--- src/rtl/mem_arbiter_pkg.sv ---
// Shared definitions for the core_l0 memory path.
// Contents:
//   - Memory access-type codes (BYTE/HALF/WORD_MEM_ACCESS).
//   - Arbiter FSM state and transaction-owner enums.
//   - is_aligned(): alignment rule for a given access type.
package mem_arbiter_pkg;

   localparam logic [1:0] BYTE_MEM_ACCESS = 2'b00;
   localparam logic [1:0] HALF_MEM_ACCESS = 2'b01;
   localparam logic [1:0] WORD_MEM_ACCESS = 2'b10;

   typedef enum logic [1:0] {
      IDLE   = 2'd0,
      ACCESS = 2'd1,
      RESP   = 2'd2
   } arb_state_t;

   typedef enum logic {
      OWNER_I = 1'b0,
      OWNER_D = 1'b1
   } owner_t;

   // BYTE is always aligned, HALF needs an even address, and anything
   // else is treated as WORD and needs a 4-byte aligned address.
   function automatic logic is_aligned(input logic [1:0] acc_type,
                                       input logic [1:0] addr_lo);
      case (acc_type)
         BYTE_MEM_ACCESS: return 1'b1;
         HALF_MEM_ACCESS: return (addr_lo[0] == 1'b0);
         default:         return (addr_lo == 2'b00);
      endcase
   endfunction

endpackage

--- src/rtl/mem_arbiter_if.sv ---
// Bus bundle between the two requesters (I fetch, D load/store), the
// arbiter and the single-ported unified memory.
// Signals:
//   i_req_* / i_rsp_* : instruction-fetch request/response handshake
//   d_req_* / d_rsp_* : load/store request/response handshake
//   mem_*             : memory command and combinational read data
// Modports:
//   slave  : the arbiter
//   master : the requesters and the memory (the surrounding system)
interface mem_arbiter_if #(
   parameter int DATA_WIDTH = 32
);
   logic                  i_req_valid;
   logic                  i_req_ready;
   logic [DATA_WIDTH-1:0] i_req_addr;
   logic                  i_rsp_valid;
   logic                  i_rsp_ready;
   logic [DATA_WIDTH-1:0] i_rsp_data;
   logic                  i_rsp_err;

   logic                  d_req_valid;
   logic                  d_req_ready;
   logic [DATA_WIDTH-1:0] d_req_addr;
   logic [DATA_WIDTH-1:0] d_req_wdata;
   logic                  d_req_write;
   logic [1:0]            d_req_type;
   logic                  d_rsp_valid;
   logic                  d_rsp_ready;
   logic [DATA_WIDTH-1:0] d_rsp_data;
   logic                  d_rsp_err;

   logic [DATA_WIDTH-1:0] mem_addr;
   logic [DATA_WIDTH-1:0] mem_data_in;
   logic                  mem_write;
   logic                  mem_read;
   logic [1:0]            mem_access_type;
   logic [DATA_WIDTH-1:0] mem_data_out;

   modport slave (
      input  i_req_valid, i_req_addr, i_rsp_ready,
      input  d_req_valid, d_req_addr, d_req_wdata, d_req_write, d_req_type,
      input  d_rsp_ready,
      input  mem_data_out,
      output i_req_ready, i_rsp_valid, i_rsp_data, i_rsp_err,
      output d_req_ready, d_rsp_valid, d_rsp_data, d_rsp_err,
      output mem_addr, mem_data_in, mem_write, mem_read, mem_access_type
   );

   modport master (
      output i_req_valid, i_req_addr, i_rsp_ready,
      output d_req_valid, d_req_addr, d_req_wdata, d_req_write, d_req_type,
      output d_rsp_ready,
      output mem_data_out,
      input  i_req_ready, i_rsp_valid, i_rsp_data, i_rsp_err,
      input  d_req_ready, d_rsp_valid, d_rsp_data, d_rsp_err,
      input  mem_addr, mem_data_in, mem_write, mem_read, mem_access_type
   );
endinterface

--- src/rtl/mem_arbiter_rr.sv ---
// Two-way round-robin pick between the fetch (I) and data (D) ports.
// Ports:
//   i_valid, d_valid : request valids of the two ports
//   last_grant       : owner of the most recently accepted request
//   i_grant, d_grant : one-hot (or zero) winner
// A lone valid always wins; on a tie the port not granted last time wins.
module rr_arbiter2
   import mem_arbiter_pkg::*;
(
   input  logic   i_valid,
   input  logic   d_valid,
   input  owner_t last_grant,
   output logic   i_grant,
   output logic   d_grant
);

   always_comb begin
      i_grant = i_valid && (!d_valid || (last_grant == OWNER_D));
      d_grant = d_valid && (!i_valid || (last_grant == OWNER_I));
   end

endmodule

--- src/rtl/mem_arbiter.sv ---
// Arbiter/sequencer sharing the single-ported core_l0 memory between the
// instruction-fetch port and the load/store port. One transaction is in
// flight at a time: IDLE (accept) -> ACCESS (1 cycle) -> RESP (hold until
// consumed). Misaligned requests skip ACCESS and answer with err = 1.
// Ports:
//   clk : rising-edge clock
//   rst : synchronous, active-high reset
//   bus : mem_arbiter_if.slave (I/D handshakes and memory command)
module mem_arbiter
   import mem_arbiter_pkg::*;
#(
   parameter int DATA_WIDTH = 32
)
(
   input logic          clk,
   input logic          rst,
   mem_arbiter_if.slave bus
);

   arb_state_t            state, state_nx;
   owner_t                last_grant, owner;

   logic [DATA_WIDTH-1:0] lat_addr, lat_wdata, rsp_data;
   logic                  lat_write, rsp_err;
   logic [1:0]            lat_type;

   logic                  i_grant, d_grant;
   logic                  accept;
   owner_t                acc_owner;
   logic [DATA_WIDTH-1:0] acc_addr, acc_wdata;
   logic                  acc_write, acc_aligned;
   logic [1:0]            acc_type;
   logic                  rsp_taken;

   logic [DATA_WIDTH-1:0] m_addr, m_data_in;
   logic                  m_read, m_write;
   logic [1:0]            m_type;

   rr_arbiter2 u_rr (
      .i_valid    (bus.i_req_valid),
      .d_valid    (bus.d_req_valid),
      .last_grant (last_grant),
      .i_grant    (i_grant),
      .d_grant    (d_grant)
   );

   assign bus.i_req_ready = (state == IDLE) && !rst && i_grant;
   assign bus.d_req_ready = (state == IDLE) && !rst && d_grant;

   // Fetches are forced to word reads regardless of the D-side fields.
   always_comb begin
      if (i_grant) begin
         acc_owner = OWNER_I;
         acc_addr  = bus.i_req_addr;
         acc_wdata = '0;
         acc_write = 1'b0;
         acc_type  = WORD_MEM_ACCESS;
      end else begin
         acc_owner = OWNER_D;
         acc_addr  = bus.d_req_addr;
         acc_wdata = bus.d_req_wdata;
         acc_write = bus.d_req_write;
         acc_type  = bus.d_req_type;
      end
      acc_aligned = is_aligned(acc_type, acc_addr[1:0]);
      accept      = (bus.i_req_ready && bus.i_req_valid) ||
                    (bus.d_req_ready && bus.d_req_valid);
      rsp_taken   = (owner == OWNER_I) ? bus.i_rsp_ready : bus.d_rsp_ready;
   end

   always_ff @(posedge clk) begin
      if (rst) state <= IDLE;
      else     state <= state_nx;
   end

   always_comb begin
      state_nx = state;
      case (state)
         IDLE:    if (accept) state_nx = acc_aligned ? ACCESS : RESP;
         ACCESS:  state_nx = RESP;
         RESP:    if (rsp_taken) state_nx = IDLE;
         default: state_nx = IDLE;
      endcase
   end

   always_ff @(posedge clk) begin
      if (rst) begin
         last_grant <= OWNER_D;
         owner      <= OWNER_I;
         lat_addr   <= '0;
         lat_wdata  <= '0;
         lat_write  <= 1'b0;
         lat_type   <= WORD_MEM_ACCESS;
         rsp_data   <= '0;
         rsp_err    <= 1'b0;
      end else if (accept) begin
         owner      <= acc_owner;
         last_grant <= acc_owner;
         lat_addr   <= acc_addr;
         lat_wdata  <= acc_wdata;
         lat_write  <= acc_write;
         lat_type   <= acc_type;
         rsp_data   <= '0;
         rsp_err    <= !acc_aligned;
      end else if (state == ACCESS) begin
         rsp_data   <= lat_write ? '0 : bus.mem_data_out;
         rsp_err    <= 1'b0;
      end
   end

   // Read/write strobes are gated by rst so a reset landing in ACCESS
   // never commits a store.
   always_comb begin
      m_addr    = '0;
      m_data_in = '0;
      m_read    = 1'b0;
      m_write   = 1'b0;
      m_type    = WORD_MEM_ACCESS;
      if (state == ACCESS) begin
         m_addr    = lat_addr;
         m_data_in = lat_wdata;
         m_type    = lat_type;
         m_read    = !lat_write && !rst;
         m_write   = lat_write && !rst;
      end
   end

   assign bus.mem_addr        = m_addr;
   assign bus.mem_data_in     = m_data_in;
   assign bus.mem_read        = m_read;
   assign bus.mem_write       = m_write;
   assign bus.mem_access_type = m_type;

   assign bus.i_rsp_valid = (state == RESP) && (owner == OWNER_I);
   assign bus.d_rsp_valid = (state == RESP) && (owner == OWNER_D);
   assign bus.i_rsp_data  = rsp_data;
   assign bus.d_rsp_data  = rsp_data;
   assign bus.i_rsp_err   = rsp_err;
   assign bus.d_rsp_err   = rsp_err;

endmodule

--- src/flat_wrapper.sv ---
// flat-port wrapper written by rule: the top's interface ports become plain ports
module mem_arbiter_flat import mem_arbiter_pkg::*;
#(
   parameter int DATA_WIDTH = 32
)
  (clk, rst, bus_i_req_valid, bus_i_req_addr, bus_i_rsp_ready, bus_d_req_valid, bus_d_req_addr, bus_d_req_wdata, bus_d_req_write, bus_d_req_type, bus_d_rsp_ready, bus_mem_data_out, bus_i_req_ready, bus_i_rsp_valid, bus_i_rsp_data, bus_i_rsp_err, bus_d_req_ready, bus_d_rsp_valid, bus_d_rsp_data, bus_d_rsp_err, bus_mem_addr, bus_mem_data_in, bus_mem_write, bus_mem_read, bus_mem_access_type);
  mem_arbiter_if #(.DATA_WIDTH(DATA_WIDTH)) bus_i ();
  input logic clk;
  input logic rst;
  input wire logic [$bits(bus_i.i_req_valid)-1:0] bus_i_req_valid;
  input wire logic [$bits(bus_i.i_req_addr)-1:0] bus_i_req_addr;
  input wire logic [$bits(bus_i.i_rsp_ready)-1:0] bus_i_rsp_ready;
  input wire logic [$bits(bus_i.d_req_valid)-1:0] bus_d_req_valid;
  input wire logic [$bits(bus_i.d_req_addr)-1:0] bus_d_req_addr;
  input wire logic [$bits(bus_i.d_req_wdata)-1:0] bus_d_req_wdata;
  input wire logic [$bits(bus_i.d_req_write)-1:0] bus_d_req_write;
  input wire logic [$bits(bus_i.d_req_type)-1:0] bus_d_req_type;
  input wire logic [$bits(bus_i.d_rsp_ready)-1:0] bus_d_rsp_ready;
  input wire logic [$bits(bus_i.mem_data_out)-1:0] bus_mem_data_out;
  output wire logic [$bits(bus_i.i_req_ready)-1:0] bus_i_req_ready;
  output wire logic [$bits(bus_i.i_rsp_valid)-1:0] bus_i_rsp_valid;
  output wire logic [$bits(bus_i.i_rsp_data)-1:0] bus_i_rsp_data;
  output wire logic [$bits(bus_i.i_rsp_err)-1:0] bus_i_rsp_err;
  output wire logic [$bits(bus_i.d_req_ready)-1:0] bus_d_req_ready;
  output wire logic [$bits(bus_i.d_rsp_valid)-1:0] bus_d_rsp_valid;
  output wire logic [$bits(bus_i.d_rsp_data)-1:0] bus_d_rsp_data;
  output wire logic [$bits(bus_i.d_rsp_err)-1:0] bus_d_rsp_err;
  output wire logic [$bits(bus_i.mem_addr)-1:0] bus_mem_addr;
  output wire logic [$bits(bus_i.mem_data_in)-1:0] bus_mem_data_in;
  output wire logic [$bits(bus_i.mem_write)-1:0] bus_mem_write;
  output wire logic [$bits(bus_i.mem_read)-1:0] bus_mem_read;
  output wire logic [$bits(bus_i.mem_access_type)-1:0] bus_mem_access_type;
  assign bus_i.i_req_valid = bus_i_req_valid;
  assign bus_i.i_req_addr = bus_i_req_addr;
  assign bus_i.i_rsp_ready = bus_i_rsp_ready;
  assign bus_i.d_req_valid = bus_d_req_valid;
  assign bus_i.d_req_addr = bus_d_req_addr;
  assign bus_i.d_req_wdata = bus_d_req_wdata;
  assign bus_i.d_req_write = bus_d_req_write;
  assign bus_i.d_req_type = bus_d_req_type;
  assign bus_i.d_rsp_ready = bus_d_rsp_ready;
  assign bus_i.mem_data_out = bus_mem_data_out;
  assign bus_i_req_ready = bus_i.i_req_ready;
  assign bus_i_rsp_valid = bus_i.i_rsp_valid;
  assign bus_i_rsp_data = bus_i.i_rsp_data;
  assign bus_i_rsp_err = bus_i.i_rsp_err;
  assign bus_d_req_ready = bus_i.d_req_ready;
  assign bus_d_rsp_valid = bus_i.d_rsp_valid;
  assign bus_d_rsp_data = bus_i.d_rsp_data;
  assign bus_d_rsp_err = bus_i.d_rsp_err;
  assign bus_mem_addr = bus_i.mem_addr;
  assign bus_mem_data_in = bus_i.mem_data_in;
  assign bus_mem_write = bus_i.mem_write;
  assign bus_mem_read = bus_i.mem_read;
  assign bus_mem_access_type = bus_i.mem_access_type;
  mem_arbiter #(.DATA_WIDTH(DATA_WIDTH)) u_core (.clk(clk), .rst(rst), .bus(bus_i));
endmodule
--- config.mk ---
export PLATFORM = sky130hd
export DESIGN_NAME = mem_arbiter_flat
export DESIGN_NICKNAME = d
export VERILOG_FILES = /design/src/rtl/mem_arbiter_pkg.sv /design/src/rtl/mem_arbiter_if.sv /design/src/rtl/mem_arbiter_rr.sv /design/src/rtl/mem_arbiter.sv /design/src/flat_wrapper.sv
export SDC_FILE = /design/constraint.sdc
export NUM_CORES = 1
export LEC_CHECK = 0
export ABC_AREA = 1
export CORE_ASPECT_RATIO = 0.75
export CORE_UTILIZATION = 36
export CTS_BUF_LIST = sky130_fd_sc_hd__clkbuf_16
export DETAILED_ROUTE_END_ITERATION = 7
export GPL_ROUTABILITY_DRIVEN = 0
export PLACE_DENSITY = 0.83
export SYNTH_ARGS = -nofsm -noshare
export SYNTH_HDL_FRONTEND = slang
export SYNTH_HIERARCHICAL = 1
export SYNTH_SLANG_ARGS = --single-unit
--- constraint.sdc ---
create_clock -name clk -period 1.4 [get_ports clk]
set_input_delay 0.14 -clock clk [delete_from_list [all_inputs] [get_ports clk]]
set_output_delay 0.14 -clock clk [all_outputs]
set_load 0.05 [all_outputs]
Yosys cells after proc, flatten, opt, wreduce, memory -nomap -nowiden
Cells that the tools add are included.
Widths: inputs -> output; s select.
{"block": "op_classes", "n_eq_ne": 5, "mux": 19, "bitwise_logic": 3, "n_reduce_logical": 25}
{"op": "$mux 32", "count": 5}
{"op": "$logic_and 1x1->1", "count": 11}
{"op": "$mux 2", "count": 5}
{"op": "$mux 1", "count": 7}
{"op": "$logic_not 2->1", "count": 3}
{"op": "$pmux 2 s3", "count": 1}
{"op": "$logic_not 1->1", "count": 5}
{"op": "$eq 2x1->1 const B", "count": 2}
{"op": "$ne 2x1->1 const B", "count": 2}
{"op": "$logic_or 1x1->1", "count": 3}
{"op": "$not 1->1", "count": 3}
{"op": "$eq 2x2->1 const B", "count": 1}
{"op": "$pmux 1 s2", "count": 1}
{"op": "$reduce_and 2->1", "count": 1}
{"op": "$reduce_bool 2->1", "count": 1}
{"op": "$reduce_or 2->1", "count": 1}
{"block": "word_totals", "register_bits": 104, "inputBits": 137, "output_inout_bits": 138, "word_cells": 61}

Depth between registers and ports, before layout
Gate-level depths: netlist of run 1.
{"block": "depth", "ltp_word": 9, "depth_mapped": 11}

Modules after synthesis
The synthesis of run 1 kept the hierarchy.
{"mod": "mem_arbiter", "instances": 1, "cells_each": 763, "area_each_um2": 5032.3}
{"mod": "rr_arbiter2", "instances": 1, "cells_each": 4, "area_each_um2": 27.5}

Least setup slack after synthesis of run 1
Ideal clock, no wire load.
{"block": "synth_timing", "path_type": "register to output", "startpoint": "register u_core.state[0]", "endpoint": "output bus_mem_read", "t_arrival_ns": 1.780, "path_slack_ns": -0.520, "stages_incl_launch_ff": 6, "cell_sequence": "dfxtp_1 -> inv_1 -> nor2_2 -> inv_2 -> buf_2 -> nor3_1"}
{"block": "synth_via", "elab_chain_cells": 2}
{"item": "from (decl)", "line": "mem_arbiter.sv:20", "rtl": "arb_state_t state, state_nx;"}
{"item": "from (signal assigned)", "line": "mem_arbiter.sv:73", "rtl": "else state <= state_nx;"}
{"item": "$eq 2x1->1", "line": "mem_arbiter.sv:119", "rtl": "if (state == ACCESS) begin"}
{"item": "$mux 1", "line": "mem_arbiter.sv:119"}
{"item": "to (decl)", "line": "flat_wrapper.sv:31", "rtl": "output wire logic [$bits(bus_i.mem_read)-1:0] bus_mem_read;"}
No other way between the ends.

Worst setup path after layout of run 1
{"block": "layout_timing", "startpoint": "register u_core.state[0]", "endpoint": "output bus_mem_data_in[0]"}
{"block": "layout_via", "elab_chain_cells": 2}
{"item": "$eq 2x1->1", "line": "mem_arbiter.sv:119"}
{"item": "$mux 32", "line": "mem_arbiter.sv:119"}
{"item": "to (decl)", "line": "flat_wrapper.sv:29", "rtl": "output wire logic [$bits(bus_i.mem_data_in)-1:0] bus_mem_data_in;"}
No other way between the ends.

==> results of run 1 <==
-- logic make-up (layout without fill, tap and decap cells) --
family / count (synthesis) / count (layout)
AOI/OAI and AO/OA: 133 / 133
DFF: 104 / 104
buffers and inverters: 198 / 484
and+or+nand+nor: 332 / 333
-- sequential cells by signal (all words and copies together), names as in the netlist --
name                   count
u_core/bus.d_rsp_data     32
u_core/bus.d_rsp_err       1
u_core/last_grant          1
u_core/lat_addr           32
u_core/lat_type            2
u_core/lat_wdata          32
u_core/lat_write           1
u_core/owner               1
u_core/state               2
-- per-layer routing --
layer	vias up	share of wire, %
met1	2867	38
met4	0	3.0
li1	2884	-
met3	47	7.5
met2	272	51
met5	-	0
-- final cells by class --
type                            count  area [µm²]  area share, %
Inverter                          115       456.7          4.180
Tap cell                          175       219.0          2.004
Clock buffer                        9       225.2          2.061
Timing Repair Buffer              353        4706          43.07
Clock inverter                      7       46.29         0.4237
Multi-Input combinational cell    466        3186          29.15
Sequential cell                   104        2088          19.11
-- critical path, cell delays in order (launching register included) --
cell     delay, ns
dfxtp_2       0.35
inv_1         0.07
nor2_4        0.18
inv_8         0.11
buf_16        0.18
nor2_4        0.14
buf_12        0.15
-- cells in the final DEF (no fill, tap or decap), drive strengths merged --
cell type and instances:
or2 1, nand2 114, inv 120, a21boi 1, a21oi 2, clkbuf 15, nand4 2, nand3 40
nor3 2, dfxtp 104, nor2 174, clkdlybuf4s50 136, clkinv 2, buf 211, o21ai 130
-- per-stage QoR --
stage / area, µm² / power, mW / hold slack (ns) / worst slack (ns) / std cells
after global routing: 10930 / 9.089 / 0.3772 / -0.3531 / 1229
after CTS: 10440 / 8.495 / 0.3544 / -0.2687 / 1230
after floorplan: 5266 / 4.556 / 0.2787 / -0.1612 / 767
after detailed placement: 8780 / 5.483 / 0.4441 / -0.3552 / 1168
after global placement: 8780 / 5.437 / 0.4320 / -0.2733 / 1168
final: 10930 / 8.710 / 0.3766 / -0.2711 / 1229
-- worst min-delay path by stage --
stage | startpoint | endpoint
floorplan | bus_d_req_wdata[19] | u_core/lat_wdata[19]
global placement | u_core/lat_type[1] | u_core/lat_type[1]
detailed placement | u_core/lat_type[1] | u_core/lat_type[1]
CTS | bus_d_req_wdata[22] | u_core/lat_wdata[22]
global route | bus_d_req_wdata[20] | u_core/lat_wdata[20]
finish | bus_d_req_wdata[24] | u_core/lat_wdata[24]
-- report_power, final --
group	switching (mW)	internal, mW	total (mW)
Combinational	1.67	1.40	3.07
Clock	1.12	1.21	2.33
Sequential	0.143	3.16	3.31
Total	2.93	5.78	8.71
-- timing repair --
item | 4_1_cts | 5_1_grt
setup endpoints to repair | 155 | 176
gates resized for setup | 223 | 168
buffers inserted | 31 | 10
gates cloned | 16 | 7
pin swaps | 32 | 57
==> qor.yml, run 1 <==
worst_setup_path:
  rrSetupSlack_ns: -0.26
  crit_type: "flip-flop to output port"
  r2r_start: "u_core/last_grant"
  crit_start: "u_core/state[0]"
  end_kind: "output port"
  worstRegToRegCells: 10
  arrival_ns: 1.53
  crit_path_end: "bus_mem_data_in[0]"
  crit_required_ns: 1.26
  r2r-end: "u_core/lat_addr[20]"
  crit_fanout: 11
  start_kind: "flip-flop"
hold_path:
  hold_path_depth: 3
  min_path_type: "input pin to flip-flop"
sta:
  fin_crit_ns: 1.671
  worstMarginPinSlew_ns: 0.2825
  relSlewSlack_pct: 80.97
  fin_worst_skew_ns: 0.009151
  rsz0062_at_grt: "yes"
  layout_worst_path_cycle_share_pct: 119.4
  final-setup-viol-count: 176
  max_freq_mhz: 598.4
  fin_ws_ns: -0.2711
  timing.setup.tns_ns: -31.85
  hold_viol: 0
  drv_slew: 0
yosys:
  syn_avg_cell_area_um2: 6.597
  synth_fa_ha_area_share_pct: 0
  synth-compound-area-share_pct: 14.09
  synth-simple-area-share_pct: 26.01
  syn-cell-area_um2: 5060
  synth_mux_area_share_pct: 0
  ys_warn_count: 6
  synthTopCellsByCount: "nor2_1, o21ai_0, inv_1"
  synth_ff_type: "dfxtp_1"
  ys_seq_area_share_pct: 41.15
  synth_top_area_share_pct: 41.15
  netlist_top_cells_area: "dfxtp_1, nor2_1, o21ai_0, inv_1, nand2_1"
  yosysTopAreaCell: "dfxtp_1"
  synth_nets: 904
  synth.most_common_cell: "nor2_1"
  synth-xor-area-share_pct: 0
  synthArstFlopShare_pct: 0
  syn_inst: 767
  yosysUniqueCellTypes: 22
  synth-edff-count: 0
  synth_top_family_by_area: "simple AND/OR/NAND/NOR gates"
  synth_seq_cells: 104
global_route:
  use_met2_pct: 49.24
  met1_usage_pct: 30.26
  overflow: 0
  antenna_found_initial: 0
  grt_pass1_vias: 6000
  grt_pass1_wl_um: 30930
  grtUsageMet3_pct: 7.470
  busiest_layer: "met2"
  gr-usage-all-layers_pct: 26.82
  grt_max_degree: 41
placement:
  dp_hpwl_um: 12030
  portBuffers: 274
floorplanning:
  top_level_ports: 275
  coreArea_um2: 13700
  fp.dieW_um: 138.9
  die-area_um2: 14540
  die_h_um: 104.7
  initial_core_util_pct: 36.92
  rows: 37
drt:
  vias: 6070
  routed_wl_um: 21390
  first_pass_iters: 8
  drtIter0Drc: 353
  vias_per_cell: 4.939
  wl_per_cell_um: 17.40
  post-route-drc-count: 18
  ant_nets: 0
cts:
  cts_buffers: 9
  clk_pin_slew_ns: 0.07
  hold_buffers: 0
  clock-sinks: 104
  cts_tree: "yes"
  clk_latency_ns: 0.34
  clockBufferDepth: 2
  cts-htree-levels: 3
  cts-root-buf: "clkbuf_16"
power:
  p_leak_nw: 4.350
  peakVddDrop_uv: 597.2
  power_density_nw_per_um2: 797.1
final_layout:
  antenna_cells: 0
  fill_cells: 809
  nets: 1186
  drive_gt1_share_pct: 42.41
  utilization_pct: 79.74
  area.growth.synth_to_final_pct: 115.9
job:
  drv_cap: 0
run_status:
  status: "complete, but fails checks"
  violations: "design-rule violations, negative setup slack"
Note: power is estimated with default switching activity, not from simulation.
==> run 2: changes to the inputs <==
Settings changed: HOLD_SLACK_MARGIN set to 0.08.
==> results of run 2 <==
No change in the layout: final DEF, timing and power equal those of run 1.
